==> config.mk <==
export PLATFORM = sky130hd
export DESIGN_NAME = load_store_unit
export DESIGN_NICKNAME = d
export VERILOG_FILES = /design/src/rtl/load_store_unit.sv
export SDC_FILE = /design/constraint.sdc
export NUM_CORES = 1
export LEC_CHECK = 0
export ABC_AREA = 0
export ABC_CLOCK_PERIOD_IN_PS = 2900
export CAP_MARGIN = 10
export CORE_UTILIZATION = 47
export DETAILED_ROUTE_END_ITERATION = 10
export PLACE_DENSITY = 0.87
export SLEW_MARGIN = 20
export SYNTH_ARGS = -nofsm -noshare
export SYNTH_HDL_FRONTEND = slang
export SYNTH_SLANG_ARGS = --single-unit
==> constraint.sdc <==
create_clock -name clk -period 2.9 [get_ports clk]
set_clock_uncertainty 0.1 [all_clocks]
set_input_delay 0.725 -clock clk [delete_from_list [all_inputs] [get_ports clk]]
set_output_delay 0.725 -clock clk [all_outputs]
set_load 0.01 [all_outputs]
==> src/rtl/load_store_unit.sv <==
// Load/store unit: sequences one RISC-V data-memory access at a time between
// the pipeline request/response handshake and a single-port byte memory.
module load_store_unit #(
  parameter int unsigned MEM_BYTES = 4096
) (
  input  logic        clk,
  input  logic        rst_n,
  input  logic        req_valid,
  output logic        req_ready,
  input  logic        req_store,
  input  logic [2:0]  req_funct3,
  input  logic [31:0] req_addr,
  input  logic [31:0] req_wdata,
  output logic        resp_valid,
  input  logic        resp_ready,
  output logic [31:0] resp_rdata,
  output logic        resp_err,
  output logic [1:0]  mem_write_en,
  output logic [31:0] mem_addr,
  output logic [31:0] mem_data_in,
  input  logic [31:0] mem_data_out
);

  typedef enum logic [1:0] {IDLE, ACCESS, CAPTURE, RESP} state_t;

  localparam logic [1:0] OP_SW   = 2'b00;
  localparam logic [1:0] OP_SH   = 2'b01;
  localparam logic [1:0] OP_SB   = 2'b10;
  localparam logic [1:0] OP_READ = 2'b11;

  state_t      state_q;
  logic        store_q;
  logic [2:0]  funct3_q;
  logic [31:0] addr_q;
  logic [31:0] wdata_q;
  logic [31:0] rdata_q;
  logic        err_q;
  logic        valid_q;
  logic [1:0]  we_q;

  logic        f3_ok;
  logic [32:0] size;
  logic [32:0] end_addr;
  logic        illegal;
  logic [1:0]  st_op;
  logic [31:0] ld_ext;

  // Decode the incoming request: funct3 legality, access size and range check
  // done at 33 bits so addresses near 2^32 cannot wrap back into range.
  always_comb begin
    f3_ok = 1'b0;
    if (req_store) f3_ok = (req_funct3 == 3'b000) || (req_funct3 == 3'b001) ||
                           (req_funct3 == 3'b010);
    else           f3_ok = (req_funct3 == 3'b000) || (req_funct3 == 3'b001) ||
                           (req_funct3 == 3'b010) || (req_funct3 == 3'b100) ||
                           (req_funct3 == 3'b101);
    case (req_funct3[1:0])
      2'b00:   size = 33'd1;
      2'b01:   size = 33'd2;
      default: size = 33'd4;
    endcase
    end_addr = {1'b0, req_addr} + size;
    illegal  = !f3_ok || (end_addr > 33'(MEM_BYTES));
    st_op    = req_funct3[1] ? OP_SW : (req_funct3[0] ? OP_SH : OP_SB);
  end

  // Extend the captured memory word according to the latched load type.
  always_comb begin
    case (funct3_q)
      3'b000:  ld_ext = {{24{mem_data_out[7]}}, mem_data_out[7:0]};
      3'b001:  ld_ext = {{16{mem_data_out[15]}}, mem_data_out[15:0]};
      3'b100:  ld_ext = {24'b0, mem_data_out[7:0]};
      3'b101:  ld_ext = {16'b0, mem_data_out[15:0]};
      default: ld_ext = mem_data_out;
    endcase
  end

  // Request sequencer; the write strobe is only ever non-read for the single
  // ACCESS cycle of a legal store, and reset drops it to read immediately.
  always_ff @(posedge clk or negedge rst_n) begin
    if (!rst_n) begin
      state_q  <= IDLE;
      store_q  <= 1'b0;
      funct3_q <= 3'b0;
      addr_q   <= 32'b0;
      wdata_q  <= 32'b0;
      rdata_q  <= 32'b0;
      err_q    <= 1'b0;
      valid_q  <= 1'b0;
      we_q     <= OP_READ;
    end else begin
      case (state_q)
        IDLE: if (req_valid) begin
          store_q  <= req_store;
          funct3_q <= req_funct3;
          addr_q   <= req_addr;
          wdata_q  <= req_wdata;
          rdata_q  <= 32'b0;
          if (illegal) begin
            err_q   <= 1'b1;
            valid_q <= 1'b1;
            state_q <= RESP;
          end else begin
            err_q   <= 1'b0;
            we_q    <= req_store ? st_op : OP_READ;
            state_q <= ACCESS;
          end
        end
        ACCESS: begin
          we_q <= OP_READ;
          if (store_q) begin
            valid_q <= 1'b1;
            state_q <= RESP;
          end else begin
            state_q <= CAPTURE;
          end
        end
        CAPTURE: begin
          rdata_q <= ld_ext;
          valid_q <= 1'b1;
          state_q <= RESP;
        end
        RESP: if (resp_ready) begin
          valid_q <= 1'b0;
          state_q <= IDLE;
        end
        default: state_q <= IDLE;
      endcase
    end
  end

  assign req_ready    = (state_q == IDLE);
  assign resp_valid   = valid_q;
  assign resp_rdata   = rdata_q;
  assign resp_err     = err_q;
  assign mem_write_en = we_q;
  assign mem_addr     = addr_q;
  assign mem_data_in  = wdata_q;

endmodule

==> impl_metrics.py, run 1 <==
metrics = {
    "yosys": {
        "synth_top_cell_area_share_pct": 50.8,
        "synth_top_cell_by_area": "dfrtp_1",
        "ys_seq_elements": 106,
        "syn_area_um2": 5130,
        "synthArstFlopShare_pct": 100,
        "synth_edf_count": 0,
        "yosysWarnings": 0,
        "synthCells": 446,
        "synth_cell_type_count": 60,
        "synthesis.nets": 558,
        "ys_top_cells_by_area": "dfrtp_1, mux2_2, o21ai_0, a22o_1, nand2_1",
        "synthFlopType": "dfrtp_1",
        "synth_area_per_cell_um2": 11.5,
        "seq_area_frac_synth_pct": 51.8,
    },
    "timing": {
        "setup_viol": 0,
        "min_period_over_period_pct": 99.9,
        "tns_ns": 0,
        "worst_slew_pin_slew_ns": 0.713,
        "grt_setup_unrepaired": "yes",
        "hold_viol": 0,
        "final_max_slew_viol_count": 0,
        "period_needed_ns": 2.90,
        "fmax_ghz": 0.345,
        "slew_headroom_pct": 52.0,
        "whs_ns": 0.153,
    },
    "setup_path": {
        "startpoint_type": "primary input",
        "arrival_ns": 3.07,
        "path_class": "in2reg",
        "crit_path_max_incr_delay_ns": 0.32,
        "crit_chain": "buf_8 -> buf_6 -> nor2b_4 -> fa_2 -> a21o_1 -> nand4_1 -> buf_6 -> buf_4 -> nor3_2 -> a311oi_1 -> nor2_1 -> nor4_4 -> a31oi_1 -> mux2_4",
        "critPathRequiredTime_ns": 3.07,
        "endpoint_kind": "flip-flop",
        "crit_path_frequent_cell": "buf_6",
        "cp_max_fo": 6,
        "worst-path-buf-inv": 4,
        "timing.rr.start": "state_q[1]$_DFFE_PN0P_",
        "cp-startpoint": "req_funct3[1]",
        "cp_slowest_cell": "mux2_4",
        "crit_family": "simple AND/OR/NAND/NOR gates",
    },
    "cts": {
        "postCtsHoldBufs": 0,
        "path_clk_slew_ns": 0.10,
        "clkSinkCount": 106,
        "cts_max_path_buffers": 2,
        "cts-htree-levels": 3,
        "insertion_delay_ns": 0.37,
        "clock-root-buffer": "clkbuf_8",
        "cts_buffers": 9,
        "cts_tree": "yes",
    },
    "floorplan": {
        "initial_core_util_pct": 49.0,
        "io-pin-count": 205,
        "rows": 37,
        "die_h_um": 106,
        "core_area_um2": 10500,
        "fp.dieArea_um2": 11300,
        "die_x_um": 106,
    },
    "power": {
        "p_int_mw": 4.82,
        "switching_share_pct": 33.4,
        "pwr-share-seq_pct": 36.3,
        "pwr-share-comb_pct": 49.2,
        "total_switching_power_mw": 2.42,
        "power_frac_clock_pct": 14.6,
        "totalPowerFinal_mw": 7.25,
        "vdd_drop_max_mv": 0.513,
        "p_leak_nw": 3.62,
        "power-per-cell-area_nw_per_um2": 877,
    },
    "detailed_routing": {
        "dr_total_vias": 4677,
        "wl_per_cell_um": 18.0,
        "route.detailed.drc": 0,
        "drtIter0Drc": 236,
        "vias_per_cell": 5.50,
        "routed_wl_um": 15300,
        "postRouteAntennaNets": 0,
        "first_pass_iters": 4,
    },
    "global_routing": {
        "overflow": 0,
        "grt_usage_pct": 27.4,
        "grt_pass1_vias": 4818,
        "grt_pass1_wl_um": 24200,
        "antenna_found_initial": 1,
        "grt_max_degree": 77,
    },
    "finish": {
        "num-nets-final": 821,
        "syn_to_final_growth_pct": 61.1,
        "fin_area_um2": 8260,
        "final_layout_size_suffix_gt1_share_pct": 27.6,
        "final_cells": 851,
    },
    "job": {
        "max_cap_viol_count": 0,
    },
    "placed_design": {
        "dp.cells": 825,
        "placed_area_um2": 7770,
        "hpwl_um": 11100,
        "place_congestion": 0.853,
        "port_buffers": 204,
    },
    "hold_path": {
        "min_path_type": "in2async",
    },
    "run_status": {
        "status": "finished clean",
    },
}
per-layer routing:
metal,track usage [%],share of wire (%),up-vias
met2,48.2,51,202
met5,0,0,-
met3,6.56,7.3,24
met1,33.3,40,2291
met4,8.41,1.8,0
li1,-,-,2160
cell usage in the layout (no fill, tap or decap), drive strengths merged, types with 3 or more instances in the layout:
cell type	count
clkdlybuf4s50	185
dfrtp	104
buf	74
mux2	68
nand2	37
o21ai	36
nor2b	18
a22o	16
nand3	14
nor2	14
clkbuf	11
inv	10
nand4	10
dlygate4sd2	9
ha	7
and2	6
and4	6
dlymetal6s2s	5
and3	5
nor4	5
nand2b	4
a21oi	4
or3	4
nor3	4
a21o	3
a221oi	3
nor3b	3
xor2	3
a2111oi	3
o22ai	3
a21boi	3
flip-flops by register name (all words and copies together) (netlist names):
signal / flops
mem_write_en: 2
resp_err: 1
funct3_q: 3
mem_addr: 32
store_q: 1
state_q: 2
mem_data_in: 32
resp_valid: 1
resp_rdata: 32
worst register-to-register path: stages (launching register included):
cell and delay, ns:
dfrtp_1 0.44, inv_1 0.12, ha_1 0.44, nand2_4 0.29, a21boi_2 0.25, buf_4 0.24, a22o_1 0.29
synth_stat cells, types with 7 or more instances:
cell type	n
a22o_1	16
nor2b_1	18
nand3_1	14
o21ai_0	33
nor2_1	14
nand4_1	8
dfrtp_1	104
clkbuf_1	18
inv_1	9
mux2_2	67
ha_1	7
nand2_1	37
per-stage QoR:
stage	worst slack (ns)	utilization (%)
after floorplan	-0.105	-
after global placement	-0.810	74.3
after detailed placement	-0.908	74.3
after CTS	-0.00360	77.7
after global routing	-0.0753	79.0
final	0.00238	79.0
timing repair:
item,CTS,global route
endpoints found under the setup margin,5,5
buffers inserted,5,4
pin swaps,13,11
gates resized for setup,48,18
hold endpoints to repair,0,0
cell type report:
class	count	area (um2)
clock inverters	5	83.8
well taps	136	170
fillers	683	2200
flip-flops and latches	106	2660
diodes	1	2.50
repair buffers	274	2630
multi-input cells	309	2540
clock buffers	11	151
inverters	9	33.8
path summary, 6_finish.rpt:
| path | endpoint | depth (start not counted) | slack [ns] |
|---|---|---|---|
| min reg2reg | resp_rdata[31]$_DFFE_PN0P_ | 2 | 0.39 |
| max in group asynchronous | mem_data_in[27]$_DFFE_PN0P_ | 2 | 1.79 |
| max reg2reg | resp_rdata[11]$_DFFE_PN0P_ | 6 | 0.64 |
| min | resp_rdata[4]$_DFFE_PN0P_ | 1 | 0.15 |
| max | resp_valid$_DFFE_PN0P_ | 14 | 0.002 |
| min in group clk | resp_rdata[31]$_DFFE_PN0P_ | 2 | 0.39 |
power groups by stage:
stage | Combinational [mW] | Clock, mW | Sequential (mW)
2_1_floorplan | 1.33 | 0 | 2.85
3_3_place_gp | 3.40 | 0 | 2.59
3_5_place_dp | 3.51 | 0 | 2.65
4_1_cts | 3.54 | 1.07 | 2.63
5_1_grt | 3.82 | 1.13 | 2.71
6_report | 3.56 | 1.06 | 2.63
cells by family (layout without fill, tap and decap cells):
kind of cell	after synthesis	after routing	synth area share, %
simple gates	139	139	15.7
flops	106	106	51.8
compound gates	87	87	11.6
mux	70	70	15.4
buf+inv	31	299	2.54
fa+ha+maj	8	8	2.10
xor+xnor	5	5	0.854
other cells	0	1	0
(Power assumes the default switching activity.)
==> run 2: changes to the inputs <==
--- a/config.mk
+++ b/config.mk
@@ -6,11 +6,11 @@
 export NUM_CORES = 1
 export LEC_CHECK = 0
 export ABC_AREA = 0
-export ABC_CLOCK_PERIOD_IN_PS = 2900
+export ABC_CLOCK_PERIOD_IN_PS = 3050
 export CAP_MARGIN = 10
-export CORE_UTILIZATION = 47
+export CORE_UTILIZATION = 35
 export DETAILED_ROUTE_END_ITERATION = 10
-export PLACE_DENSITY = 0.87
+export PLACE_DENSITY = 0.68
 export SLEW_MARGIN = 20
 export SYNTH_ARGS = -nofsm -noshare
 export SYNTH_HDL_FRONTEND = slang
==> constraint.sdc (replaced) <==
create_clock -name clk -period 3.05 [get_ports clk]
set_clock_uncertainty 0.1 [all_clocks]
set_input_delay 0.7625 -clock clk [delete_from_list [all_inputs] [get_ports clk]]
set_output_delay 0.7625 -clock clk [all_outputs]
set_load 0.01 [all_outputs]
==> run 2 against run 1 <==
  * The flow now finishes with violations (negative setup slack)
  * Combinational power shrank 7.0%
  * Flip-flop and latch count did not move
  * Design area grew 0.48%
  * Worst hold slack got worse by 0.039 ns
  * Register-to-register slack improved by 0.22 ns
  * Utilization decreased by 20 points
  * Non-clock buffer count up 1
  * Total power down 2.4%
  * Highest routed layer is now met5
==> impl_metrics.py, run 2 (synthesized netlist as in run 1, its figures left out) <==
metrics = {
    "run_status": {
        "status": "complete, but fails checks",
        "violations": "negative setup slack",
    },
    "setup_path": {
        "startpoint_type": "primary input",
        "endpoint_kind": "flip-flop",
        "critPathRequiredTime_ns": 3.19,
        "path_class": "in2reg",
        "cp_max_fo": 4,
        "reg2reg_depth": 6,
        "cp-startpoint": "req_addr[1]",
        "r2r-end": "resp_rdata[9]$_DFFE_PN0P_",
        "crit_path_end": "resp_valid$_DFFE_PN0P_",
        "r2r_slack_ns": 0.86,
        "timing.rr.start": "state_q[1]$_DFFE_PN0P_",
        "arrival_ns": 3.21,
    },
    "finish": {
        "num-nets-final": 822,
        "layout_commonest_cell": "clkdlybuf4s50_1",
        "final_core_util_pct": 58.9,
        "final_layout_size_suffix_gt1_share_pct": 26.9,
        "most-common-layout-cells": "clkdlybuf4s50_1, dfrtp_1, buf_4, mux2_2, nand2_1",
        "fin_area_um2": 8300,
        "syn_to_final_growth_pct": 61.9,
        "fillerInstances": 1162,
        "final_cells": 897,
    },
    "cts": {
        "clock-root-buffer": "clkbuf_16",
        "cts-htree-levels": 3,
        "cts_tree": "yes",
        "cts_buffers": 9,
        "path_clk_slew_ns": 0.08,
        "insertion_delay_ns": 0.35,
        "cts_max_path_buffers": 2,
        "clkSinkCount": 106,
    },
    "detailed_routing": {
        "highest-signal-layer": "met5",
        "wl_met3_um": 1110,
        "wl_met2_um": 7230,
        "drtIter0Drc": 228,
        "routed_wl_um": 14600,
        "wl_per_cell_um": 16.3,
        "first_pass_iters": 4,
        "route.detailed.drc": 0,
        "wl_met1_um": 6170,
        "dr_total_vias": 4553,
        "vias_per_cell": 5.08,
        "postRouteAntennaNets": 0,
    },
    "placed_design": {
        "place_congestion": 0.874,
        "placed_area_um2": 7860,
        "pre_cts_slack_ns": -0.768,
        "hpwl_um": 10800,
        "port_buffers": 204,
        "dp.cells": 874,
    },
    "power": {
        "power-per-cell-area_nw_per_um2": 852,
        "p_int_mw": 4.79,
        "totalPowerFinal_mw": 7.07,
        "pwr-share-comb_pct": 46.8,
        "pwr-share-seq_pct": 35.1,
        "vdd_drop_max_mv": 0.471,
        "p_leak_nw": 3.61,
        "power_frac_clock_pct": 18.1,
        "switching_share_pct": 32.3,
        "total_switching_power_mw": 2.28,
    },
    "global_routing": {
        "grt_pass1_vias": 4628,
        "overflow": 0,
        "grt_pass1_wl_um": 23000,
        "grt_usage_pct": 19.7,
        "grt_max_degree": 55,
        "antenna_found_initial": 3,
    },
    "timing": {
        "setup_viol": 1,
        "worst_slew_pin_slew_ns": 0.719,
        "period_needed_ns": 3.07,
        "hold_viol": 0,
        "final_max_slew_viol_count": 0,
        "fmax_ghz": 0.326,
        "grt_setup_unrepaired": "yes",
        "whs_ns": 0.114,
        "tns_ns": -0.0185,
        "slew_headroom_pct": 52.0,
        "setup_slack_ns": -0.0185,
        "min_period_over_period_pct": 101,
    },
    "job": {
        "max_cap_viol_count": 0,
    },
    "floorplan": {
        "die_h_um": 123,
        "die_x_um": 123,
        "initial_core_util_pct": 36.4,
        "core_area_um2": 14100,
        "io-pin-count": 205,
        "fp.dieArea_um2": 15100,
        "rows": 43,
    },
    "hold_path": {
        "min_path_type": "in2async",
    },
}
-- run 2: cell count changes in the layout (fill, tap and decap cells not counted), sizes merged, moves of 2 or more --
cell,previous run,this run
inv,10,12
clkbuf,11,9
dlymetal6s2s,5,1
clkdlybuf4s50,185,193
dlygate4sd2,9,6
-- run 2: worst min path at each step --
stage | start | end | slack, ns | depth (start not counted)
2_1_floorplan | rst_n | funct3_q[0]$_DFFE_PN0P_ | 0.37 | 0
3_3_place_gp | resp_rdata[22]$_DFFE_PN0P_ | resp_rdata[22]$_DFFE_PN0P_ | 0.36 | 2
3_5_place_dp | resp_rdata[23]$_DFFE_PN0P_ | resp_rdata[23]$_DFFE_PN0P_ | 0.37 | 2
4_1_cts | rst_n | mem_addr[13]$_DFFE_PN0P_ | 0.10 | 1
5_1_grt | rst_n | mem_addr[16]$_DFFE_PN0P_ | 0.10 | 1
6_report | rst_n | mem_addr[13]$_DFFE_PN0P_ | 0.11 | 1
-- run 2: routing by layer --
metal	up-vias	track usage [%]
li1	2161	-
met3	15	6.69
met2	154	34.0
met1	2221	23.9
met4	2	3.54
met5	-	0
-- run 2: layout make-up --
class	instances	area, um2	area share, %
Timing Repair Buffer	275	2600	31.3
Multi-Input combinational cell	309	2460	29.6
Sequential cell	106	2660	32.0
Clock buffer	9	225	2.71
Inverter	9	33.8	0.407
Antenna cell	2	5.00	0.0603
Tap cell	180	225	2.71
Clock inverter	7	98.8	1.19
-- run 2: worst max-delay path, cell delays in order --
cell,delay (ns)
dlygate4sd2_1,0.29
fa_2,0.40
a21o_1,0.21
nand4_1,0.19
buf_4,0.16
or3_1,0.10
and4_4,0.21
nand4b_4,0.11
nor4_4,0.31
a31oi_1,0.14
mux2_4,0.32
-- run 2: repair_timing --
action	CTS	global route
buffers inserted	2	3
resized for setup	27	13
endpoints found under the setup margin	5	5
hold buffers	0	0
pin swaps	10	10
-- run 2: power groups by stage --
| stage | logic, mW | clock network [mW] | registers (mW) |
|---|---|---|---|
| after detailed placement | 3.32 | 0 | 2.51 |
| final | 3.31 | 1.28 | 2.48 |
| after global placement | 3.26 | 0 | 2.47 |
| after CTS | 3.34 | 1.32 | 2.49 |
| after global routing | 3.59 | 1.38 | 2.57 |
| after floorplan | 1.26 | 0 | 2.71 |
==> run 3: changes to the inputs <==
--- a/config.mk
+++ b/config.mk
@@ -9,6 +9,7 @@
 export ABC_CLOCK_PERIOD_IN_PS = 3050
 export CAP_MARGIN = 10
 export CORE_UTILIZATION = 35
+export CTS_CLUSTER_SIZE = 20
 export DETAILED_ROUTE_END_ITERATION = 10
 export PLACE_DENSITY = 0.68
 export SLEW_MARGIN = 20
==> results of run 3 <==
Same layout as run 2: the final DEF is identical, and so are final timing and power.
